`src/rtl/wb_uart_tx_if.sv`:
```
// Capture-side bus of wb_uart_tx: the write-back word, its strobe and FIFO status.
// The pipeline (master) offers words; the UART transmitter (slave) reports its buffer state.
interface wb_uart_tx_if;
    logic [31:0] dataIn;
    logic        valid;
    logic        full;
    logic        empty;
    logic [7:0]  overflow;

    modport master (
        output dataIn,
        output valid,
        input  full,
        input  empty,
        input  overflow
    );

    modport slave (
        input  dataIn,
        input  valid,
        output full,
        output empty,
        output overflow
    );
endinterface

```
`src/rtl/wb_uart_tx.sv`:
```
// Buffers 32-bit write-back words in a small FIFO and sends each one as four
// UART 8N1 frames, most significant byte first, least significant bit first.
module wb_uart_tx #(
    parameter int unsigned CLKS_PER_BIT = 868,
    parameter int unsigned FIFO_DEPTH   = 8,
    parameter int unsigned ADDR_W       = 3
) (
    input  logic           clk,
    input  logic           reset,
    wb_uart_tx_if.slave    wb,
    output logic           tx,
    output logic           busy,
    output logic [1:0]     state_dbg_o
);

    // Capture bus: valid is a one-cycle offer with no back-pressure; a word
    // offered while full and not popping in that cycle is dropped and counted.

    typedef enum logic [1:0] {
        S_IDLE  = 2'd0,
        S_START = 2'd1,
        S_DATA  = 2'd2,
        S_STOP  = 2'd3
    } state_e;

    localparam logic [15:0]     BAUD_LAST = 16'(CLKS_PER_BIT - 1);
    localparam logic [ADDR_W:0] DEPTH_C   = (ADDR_W + 1)'(FIFO_DEPTH);

    logic [31:0]       mem_q [FIFO_DEPTH];
    logic [ADDR_W-1:0] wr_ptr_q, wr_ptr_d;
    logic [ADDR_W-1:0] rd_ptr_q, rd_ptr_d;
    logic [ADDR_W:0]   count_q, count_d;
    logic              full_q, full_d;
    logic              empty_q, empty_d;
    logic [7:0]        ovf_q, ovf_d;

    state_e            state_q, state_d;
    logic [15:0]       baud_q, baud_d;
    logic [2:0]        bit_q, bit_d;
    logic [1:0]        byte_q, byte_d;
    logic [31:0]       shreg_q, shreg_d;
    logic              tx_q, tx_d;

    logic              pop;
    logic              push;
    logic              bit_end;
    logic [2:0]        bit_nxt;
    logic [7:0]        cur_byte;

    assign bit_end = (baud_q == BAUD_LAST);
    assign bit_nxt = bit_q + 3'd1;

    always_comb begin
        cur_byte = shreg_q[31:24];
        case (byte_q)
            2'd0: cur_byte = shreg_q[31:24];
            2'd1: cur_byte = shreg_q[23:16];
            2'd2: cur_byte = shreg_q[15:8];
            2'd3: cur_byte = shreg_q[7:0];
            default: cur_byte = shreg_q[31:24];
        endcase
    end

    // tx_d is the line level for the state being entered, so tx stays registered.
    always_comb begin
        state_d = state_q;
        baud_d  = baud_q;
        bit_d   = bit_q;
        byte_d  = byte_q;
        shreg_d = shreg_q;
        tx_d    = tx_q;
        pop     = 1'b0;
        case (state_q)
            S_IDLE: begin
                tx_d   = 1'b1;
                baud_d = 16'd0;
                if (!empty_q) begin
                    pop     = 1'b1;
                    shreg_d = mem_q[rd_ptr_q];
                    byte_d  = 2'd0;
                    bit_d   = 3'd0;
                    state_d = S_START;
                    tx_d    = 1'b0;
                end
            end
            S_START: begin
                if (bit_end) begin
                    baud_d  = 16'd0;
                    bit_d   = 3'd0;
                    state_d = S_DATA;
                    tx_d    = cur_byte[0];
                end else begin
                    baud_d = baud_q + 16'd1;
                end
            end
            S_DATA: begin
                if (bit_end) begin
                    baud_d = 16'd0;
                    if (bit_q == 3'd7) begin
                        state_d = S_STOP;
                        tx_d    = 1'b1;
                    end else begin
                        bit_d = bit_nxt;
                        tx_d  = cur_byte[bit_nxt];
                    end
                end else begin
                    baud_d = baud_q + 16'd1;
                end
            end
            S_STOP: begin
                if (bit_end) begin
                    baud_d = 16'd0;
                    if (byte_q != 2'd3) begin
                        byte_d  = byte_q + 2'd1;
                        state_d = S_START;
                        tx_d    = 1'b0;
                    end else begin
                        state_d = S_IDLE;
                        tx_d    = 1'b1;
                    end
                end else begin
                    baud_d = baud_q + 16'd1;
                end
            end
            default: begin
                state_d = S_IDLE;
                baud_d  = 16'd0;
                tx_d    = 1'b1;
            end
        endcase
    end

    // A pop frees a slot in the same cycle, so a full FIFO still accepts then.
    always_comb begin
        push     = wb.valid && (!full_q || pop);
        wr_ptr_d = push ? wr_ptr_q + ADDR_W'(1) : wr_ptr_q;
        rd_ptr_d = pop ? rd_ptr_q + ADDR_W'(1) : rd_ptr_q;
        count_d  = count_q;
        case ({push, pop})
            2'b10:   count_d = count_q + (ADDR_W + 1)'(1);
            2'b01:   count_d = count_q - (ADDR_W + 1)'(1);
            default: count_d = count_q;
        endcase
        full_d  = (count_d == DEPTH_C);
        empty_d = (count_d == '0);
        ovf_d   = ovf_q;
        if (wb.valid && !push && (ovf_q != 8'hFF)) begin
            ovf_d = ovf_q + 8'd1;
        end
    end

    always_ff @(posedge clk) begin
        if (reset) begin
            state_q  <= S_IDLE;
            baud_q   <= 16'd0;
            bit_q    <= 3'd0;
            byte_q   <= 2'd0;
            shreg_q  <= 32'd0;
            tx_q     <= 1'b1;
            wr_ptr_q <= '0;
            rd_ptr_q <= '0;
            count_q  <= '0;
            full_q   <= 1'b0;
            empty_q  <= 1'b1;
            ovf_q    <= 8'd0;
        end else begin
            state_q  <= state_d;
            baud_q   <= baud_d;
            bit_q    <= bit_d;
            byte_q   <= byte_d;
            shreg_q  <= shreg_d;
            tx_q     <= tx_d;
            wr_ptr_q <= wr_ptr_d;
            rd_ptr_q <= rd_ptr_d;
            count_q  <= count_d;
            full_q   <= full_d;
            empty_q  <= empty_d;
            ovf_q    <= ovf_d;
        end
    end

    always_ff @(posedge clk) begin
        if (push) begin
            mem_q[wr_ptr_q] <= wb.dataIn;
        end
    end

    assign tx          = tx_q;
    assign busy        = (state_q != S_IDLE);
    assign state_dbg_o = state_q;
    assign wb.full     = full_q;
    assign wb.empty    = empty_q;
    assign wb.overflow = ovf_q;

endmodule

```
`src/flat_wrapper.sv`:
```
// flat-port wrapper written by rule: the top's interface ports become plain ports
module wb_uart_tx_flat 
#(
    parameter int unsigned CLKS_PER_BIT = 868,
    parameter int unsigned FIFO_DEPTH   = 8,
    parameter int unsigned ADDR_W       = 3
)
  (clk, reset, tx, busy, state_dbg_o, wb_dataIn, wb_valid, wb_full, wb_empty, wb_overflow);
  wb_uart_tx_if wb_i ();
  input  logic clk;
  input  logic reset;
  output logic tx;
  output logic busy;
  output logic [1:0] state_dbg_o;
  input wire logic [$bits(wb_i.dataIn)-1:0] wb_dataIn;
  input wire logic [$bits(wb_i.valid)-1:0] wb_valid;
  output wire logic [$bits(wb_i.full)-1:0] wb_full;
  output wire logic [$bits(wb_i.empty)-1:0] wb_empty;
  output wire logic [$bits(wb_i.overflow)-1:0] wb_overflow;
  assign wb_i.dataIn = wb_dataIn;
  assign wb_i.valid = wb_valid;
  assign wb_full = wb_i.full;
  assign wb_empty = wb_i.empty;
  assign wb_overflow = wb_i.overflow;
  wb_uart_tx #(.CLKS_PER_BIT(CLKS_PER_BIT), .FIFO_DEPTH(FIFO_DEPTH), .ADDR_W(ADDR_W)) u_core (.clk(clk), .reset(reset), .wb(wb_i), .tx(tx), .busy(busy), .state_dbg_o(state_dbg_o));
endmodule
```
`config.mk`:
```
export PLATFORM = sky130hd
export DESIGN_NAME = wb_uart_tx_flat
export DESIGN_NICKNAME = d
export VERILOG_FILES = /design/src/rtl/wb_uart_tx_if.sv /design/src/rtl/wb_uart_tx.sv /design/src/flat_wrapper.sv
export SDC_FILE = /design/constraint.sdc
export NUM_CORES = 1
export LEC_CHECK = 0
export BUFFER_PORTS_ARGS = -buffer_cell sky130_fd_sc_hd__buf_2
export CORE_MARGIN = 4
export CORE_UTILIZATION = 43
export DETAILED_ROUTE_END_ITERATION = 10
export PLACE_DENSITY_LB_ADDON = 0.08
export SLEW_MARGIN = 20
export SYNTH_ARGS = -nofsm -noshare
export SYNTH_HDL_FRONTEND = slang
export SYNTH_SLANG_ARGS = --single-unit
```
`constraint.sdc`:
```
create_clock -name clk -period 4.5 [get_ports clk]
set_clock_uncertainty 0.2 [all_clocks]
set_input_delay 0.9 -clock clk [delete_from_list [all_inputs] [get_ports clk]]
set_output_delay 0.9 -clock clk [all_outputs]
set_load 0.005 [all_outputs]
```
* After elaboration in Yosys (flattened, before gate mapping)
Memory sizes are Yosys's and may differ from the RTL's. A register that Yosys moved wholly into a read port is not among the register bits.
Index checks and enable logic that the tools add are counted.
** Storage, ports and cells
- Input port bits :: 35
- Memories :: 1
- Logic and storage cells :: 93
- Output and inout bits :: 14
- Register bits after elaboration :: 44
- Memory bits (writable) :: 256
** Cells by class
- Mux-type cells :: 33
- Add/subtract/negate cells :: 8
- $lt $le $gt $ge :: 1
- Eq/ne operators :: 20
- Bitwise logic cells :: 1
- Reductions and logical operators :: 18
** Memories
- u_core.mem_q :: words 8, width 32, read ports 1, clocked after Yosys merged registers in 1, write ports 1, line wb_uart_tx.sv:29 : logic [31:0] mem_q [FIFO_DEPTH];
** Operators by type and width (number)
- $pmux 16 s2 :: 1
- $pmux 8 s4 :: 1
- $add 16x1->16 const B :: 1
- $eq 16x10->1 const B :: 1
- $mux 16 :: 1
- $mux 2 :: 8
- $mux 1 :: 12
- $mux 3 :: 4
- $eq 2x2->1 const B :: 5
- $ne 2x1->1 const B :: 5
- $reduce_and 5->1 :: 2
- $add 3x1->3 const B :: 3
- $pmux 3 s3 :: 1
- $add 8x1->8 const B :: 1
- $ne 8x8->1 const B :: 1
- $pmux 2 s4 :: 1
- $pmux 4 s2 :: 1
- $eq 2x1->1 const B :: 3
- $ne 2x2->1 const B :: 3
- $add 4x1->4 const B :: 1
- $eq 4x4->1 const B :: 1
- $logic_not 2->1 :: 2
- $logic_not 4->1 :: 1
- $lt 3x4->1 const B :: 1
- other kinds (16) :: 20

* Longest topological paths before layout
- Depth after elaboration :: 7
- Gate-level depth with buffers :: 14

* Least setup slack after synthesis
No wires, ideal clock.
- Path type :: input port to flip-flop
- Start :: input port wb_valid
- End :: memory u_core.mem_q[0][0], enable pin
- Stages :: 3
- Setup slack :: 0.166 ns
- Buffers on the path :: 0
- Setup time :: 0.461 ns
- Arrival time :: 3.673 ns
- Path through :: a21boi_0 > nand2b_1 > nor3_1
** Between the ends
- Word-level cells in the longest chain between the ends :: 3
** RTL lines
- start: declaration :: line flat_wrapper.sv:16 : input wire logic [$bits(wb_i.valid)-1:0] wb_valid;
- $logic_and 1x1->1 :: line wb_uart_tx.sv:135 : push = wb.valid && (!full_q || pop);
- $mux 1 :: line wb_uart_tx.sv:183 : if (push) begin
- $mux 1 (implied by the code) :: line wb_uart_tx.sv:184 : mem_q[wr_ptr_q] <= wb.dataIn;
- end: declaration :: line wb_uart_tx.sv:29
Every way passes these cells.

* Worst setup path after layout
- Start :: register u_core.state_q[0], in the netlist u_core.state_dbg_o[0]
- End :: register u_core.full_q, in the netlist u_core.wb.full
** Between the ends
- Word-level cells in the longest chain between the ends :: 7
** RTL lines
- start: declaration :: line wb_uart_tx.sv:37 : state_e state_q, state_d;
- start signal: assignment :: line wb_uart_tx.sv:167 : state_q <= state_d;
- $logic_not 2->1 (*) :: line wb_uart_tx.sv:73 : case (state_q)
- $mux 1 (*) :: line wb_uart_tx.sv:73
- $logic_or 1x1->1 :: line wb_uart_tx.sv:135
- $logic_and 1x1->1 :: line wb_uart_tx.sv:135
- $eq 2x1->1 or $eq 2x2->1 (tied branches) :: line wb_uart_tx.sv:139 : case ({push, pop})
- $pmux 4 s2 (*) :: line wb_uart_tx.sv:139
- $eq 4x4->1 (*) :: line wb_uart_tx.sv:144 : full_d = (count_d == DEPTH_C);
- end signal: assignment :: line wb_uart_tx.sv:176 : full_q <= full_d;
- end: declaration :: line wb_uart_tx.sv:33 : logic full_q, full_d;
Mark *: on every way between the ends. The rest lies on a longest branch, timed or not.
A chain may end at the register's enable or synchronous reset.

==> metrics.md <==
| Metric | Value |
|---|---|
| Crit path capture type | `register` |
| Total Negative Setup Slacks | `0 ns` |
| Overflow after GRT | `0` |
| CTS Sinks | `~330` |
| Antenna violations before repair | `0` |
| Synthesized area | `roughly 13,000 um2` |
| Min Tclk post-route | `3.600 ns` |
| Tcrit/Tclk final | `between 80% and 90%` |
| Die area | `between 30,000 and 40,000 um2` |
| DRC viols | `0` |
| Nets | `between 800 and 900` |
| Leak | `between 4 and 5 nW` |
| Worst reg2reg path depth | `13` |
| IO buf count | `48` |
| Slew Viols, Final | `0` |
| Most used DFF post-synth | `edfxtp_1` |
| HP Class | `register to register` |
| RSZ-0062 raised after global routing | `no` |
| Outcome | `finished clean` |
| First-pass GRT wire length | `between 40 and 50 mm` |
| Origin of the worst min-delay path | `u_core.baud_q[0]` |
| Placer Congestion | `roughly 0.75` |
| Synth Net Count | `between 800 and 900` |
| Routed wire length | `between 20 and 30 mm` |
| Crit Path Class | `register to register` |
| DRT iter0 DRCs | `roughly 460` |
| Post-CTS setup buffer count | `0` |
| Post-synth EDFFs | `around 260` |
| Die W | `182.4 um` |
| Syn avg cell area | `between 15 and 20 um2` |
| Max-cap viol count | `0` |
| Detailed placer's ending HPWL | `roughly 15 mm` |
| CP most frequent cell | `ha_1` |
| DR vias | `roughly 7,000` |
| Wirelength per Cell | `~21 um` |
| PD cells | `between 500 and 600 nW/um2` |
| CTS Hold Buffers Added | `0` |
| CTS Root Cell | `clkbuf_16` |
| Clk Latency, worst-skew pair | `~0.5 ns` |
| CTS-repair resized insts | `0` |
| Flop pwr share | `between 40% and 50%` |
| Yosys warns | `0` |
| Vias in the first global route | `7,430` |
| Antenna-violating nets left | `0` |
| CTS buffer count | `36` |
| Sequential area share after synthesis | `between 70% and 80%` |
| Req. time, crit path | `roughly 4.7 ns` |
| Sw Share | `a little over a quarter` |
| Synth-to-layout area growth | `13.92%` |
| Relative slew margins | `39.67%` |
| Core region area | `29,800 um2` |
| Largest net degree at the start of global routing | `68` |
| Clock power frac | `~34%` |
| CTS tree | `built` |
| Vias/cell | `about 5.5` |
| Sequential cell area | `9215 um2` |
| Final hold vios | `0` |
| Netlist cell types | `44` |
| Logic pwr share | `between 10% and 20%` |
| Clock slew at reported path FFs | `0.06 ns` |
| Cells after DPL | `1,190` |
| H-tree depth | `2` |
| Hold Path Sink | `u_core.baud_q[0]` |
| R2r endpoint | `u_core.wb.full` |
| Fmax | `277.8 MHz` |
| Die Span Y | `around 180 um` |
| Layout cells sized above 1 | `21.72%` |
| Int Power | `~5.8 mW` |
| Fillers | `2,495` |
| Cell Chain, Critical Path | `inv_1, ha_1, nand2b_1, a21boi_0, inv_1, ha_1, xor2_1, ha_1, a21oi_1, xor2_1, nor2_1, xnor2_1, nor4bb_1` |
| Worst EP arrival | `about 3.8 ns` |
| NetSw | `about 2.2 mW` |
| Syn Inst Count | `slightly below 800` |
| Startpoint types | `register` |
| Finished Layout Cells | `roughly 1,300` |
| Worst-Margin Slew | `slightly above 0.9 ns` |
| Number of I/O pins | `49` |
| Clock tree buffer depth | `3` |
| Critical path's slowest cell | `a21boi_0` |
| Setup violators final | `0` |
| Async set-reset flop share out of synthesis | `0%` |
| All-layer global routing usage | `between 15 and 20%` |
| VDD IR-drop max | `between 0.2 and 0.25 mV` |
| First-pass DRT Iterations | `4` |
| Synthesized flop and latch total | `about 330` |
| R2r startpoint | `u_core.state_dbg_o[0]` |
| Slowest stage delay, CP | `roughly 0.50 ns` |
| Row count | `63` |
| Peak fanout along the critical path | `7` |
| Number of diodes | `0` |
| Multi-input logic area | `roughly 3700 um2` |
| Starting Density | `a little over two fifths` |
| Hold depth | `1` |
| Reg2Reg Setup Slack | `about 0.9 ns` |
==> cell families after synthesis <==
kind of cell / after synthesis / share of synthesized area (%)
compound gates: 93 / 4.897
xor+xnor: 26 / 1.741
fa+ha+maj: 18 / 1.722
mux: 101 / 13.94
buf+inv: 52 / 1.569
simple gates: 155 / 5.739
flops: 332 / 70.39
==> cells in the mapped netlist (all sizes together), types with 5 or more instances <==
cell type | number | area, um2
a211oi | 35 | 262.8
a21oi | 21 | 105.1
a222oi | 5 | 50.05
and3 | 6 | 37.54
buf | 14 | 62.56
clkbuf | 25 | 93.84
dfxtp | 76 | 1521
edfxtp | 256 | 7687
ha | 18 | 225.2
inv | 13 | 48.80
mux2i | 36 | 360.4
mux4 | 65 | 1464
nand2 | 19 | 71.32
nand2b | 9 | 56.30
nand3 | 10 | 50.05
nand4 | 8 | 50.05
nor2 | 73 | 274.0
nor2b | 6 | 37.54
nor3 | 10 | 50.05
o21ai | 13 | 65.06
xnor2 | 12 | 105.1
xor2 | 14 | 122.6
==> registers in the layout, summed over array words and instances (netlist names), 2 cells and up <==
name / count
u_core.bit_q: 3
u_core.shreg_q: 32
u_core.byte_q: 2
u_core.state_dbg_o: 2
u_core.wb.overflow: 8
u_core.count_q: 4
u_core.wr_ptr_q: 3
u_core.mem_q: 256
u_core.rd_ptr_q: 3
u_core.baud_q: 16
==> worst max path at each step <==
stage                          startpoint            endpoint  depth (start not counted)
floorplan                        wb_valid  u_core.mem_q[0][0]                          3
global placement                 wb_valid      u_core.wb.full                         11
detailed placement  u_core.state_dbg_o[0]      u_core.wb.full                         13
CTS                 u_core.state_dbg_o[0]      u_core.wb.full                         13
global route        u_core.state_dbg_o[0]      u_core.wb.full                         13
finish              u_core.state_dbg_o[0]      u_core.wb.full                         13
==> power groups by stage <==
stage | clock [mW] | combinational, mW | sequential (mW)
6_report | 2.67 | 1.47 | 3.84
5_1_grt | 2.87 | 1.64 | 3.88
4_1_cts | 2.75 | 1.50 | 3.84
3_5_place_dp | 0 | 1.50 | 3.91
3_3_place_gp | 0 | 1.46 | 3.89
2_1_floorplan | 0 | 1.18 | 3.75
==> layout by cell type, fill, tap and decap left out, types with 8 or more instances in the layout <==
cell type,n
buf_2,48
nand2_1,19
a21oi_1,21
ha_1,18
clkbuf_16,37
xor2_1,14
clkinv_1,9
nand3_1,10
nor2_1,67
edfxtp_1,256
inv_1,12
o21ai_0,12
nor3_1,8
clkbuf_1,8
nand4_1,8
mux4_2,65
nand2b_1,9
xnor2_1,12
buf_4,12
dfxtp_1,73
a211oi_1,35
mux2i_1,36
==> cell type report <==
cell class / count / area share (%)
Multi-Input combinational cell: 393 / 24.99
Clock inverter: 16 / 0.6800
Clock buffer: 45 / 6.414
Inverter: 13 / 0.3274
Timing Repair Buffer: 62 / 2.485
Tap cell: 390 / 3.274
Sequential cell: 332 / 61.83
==> layer usage <==
layer  routed length [um]  vias up  global-route usage, %
li1                     -     3192                      -
met1                11820     3510                  21.55
met2                12910      119                  27.07
met3                  809       51                  2.173
met4                  705        0                  5.344
met5                    0        -                      0
==> stage by stage <==
step	power [mW]	area, um2	hold WS (ns)	setup WS (ns)	util, %
floorplan	4.934	13080	0.2298	0.1659	-
global placement	5.350	13850	0.2457	1.050	46.47
detailed placement	5.404	13850	0.2745	0.9119	46.47
CTS	8.101	14900	0.2858	0.8617	50.02
global route	8.394	14900	0.3156	0.4971	50.02
finish	7.985	14900	0.2768	0.8999	50.02
==> worst max-delay path, delay by kind of cell (launching register included) <==
family,cells,cell delay [ns]
DFF,1,0.35
AOI/OAI and AO/OA,2,0.66
adders and majority gates,3,0.82
and+or+nand+nor,3,0.58
buffers and inverters,2,0.33
xor gates and xnor gates,3,0.56
Note: power is estimated with default switching activity, not from simulation.
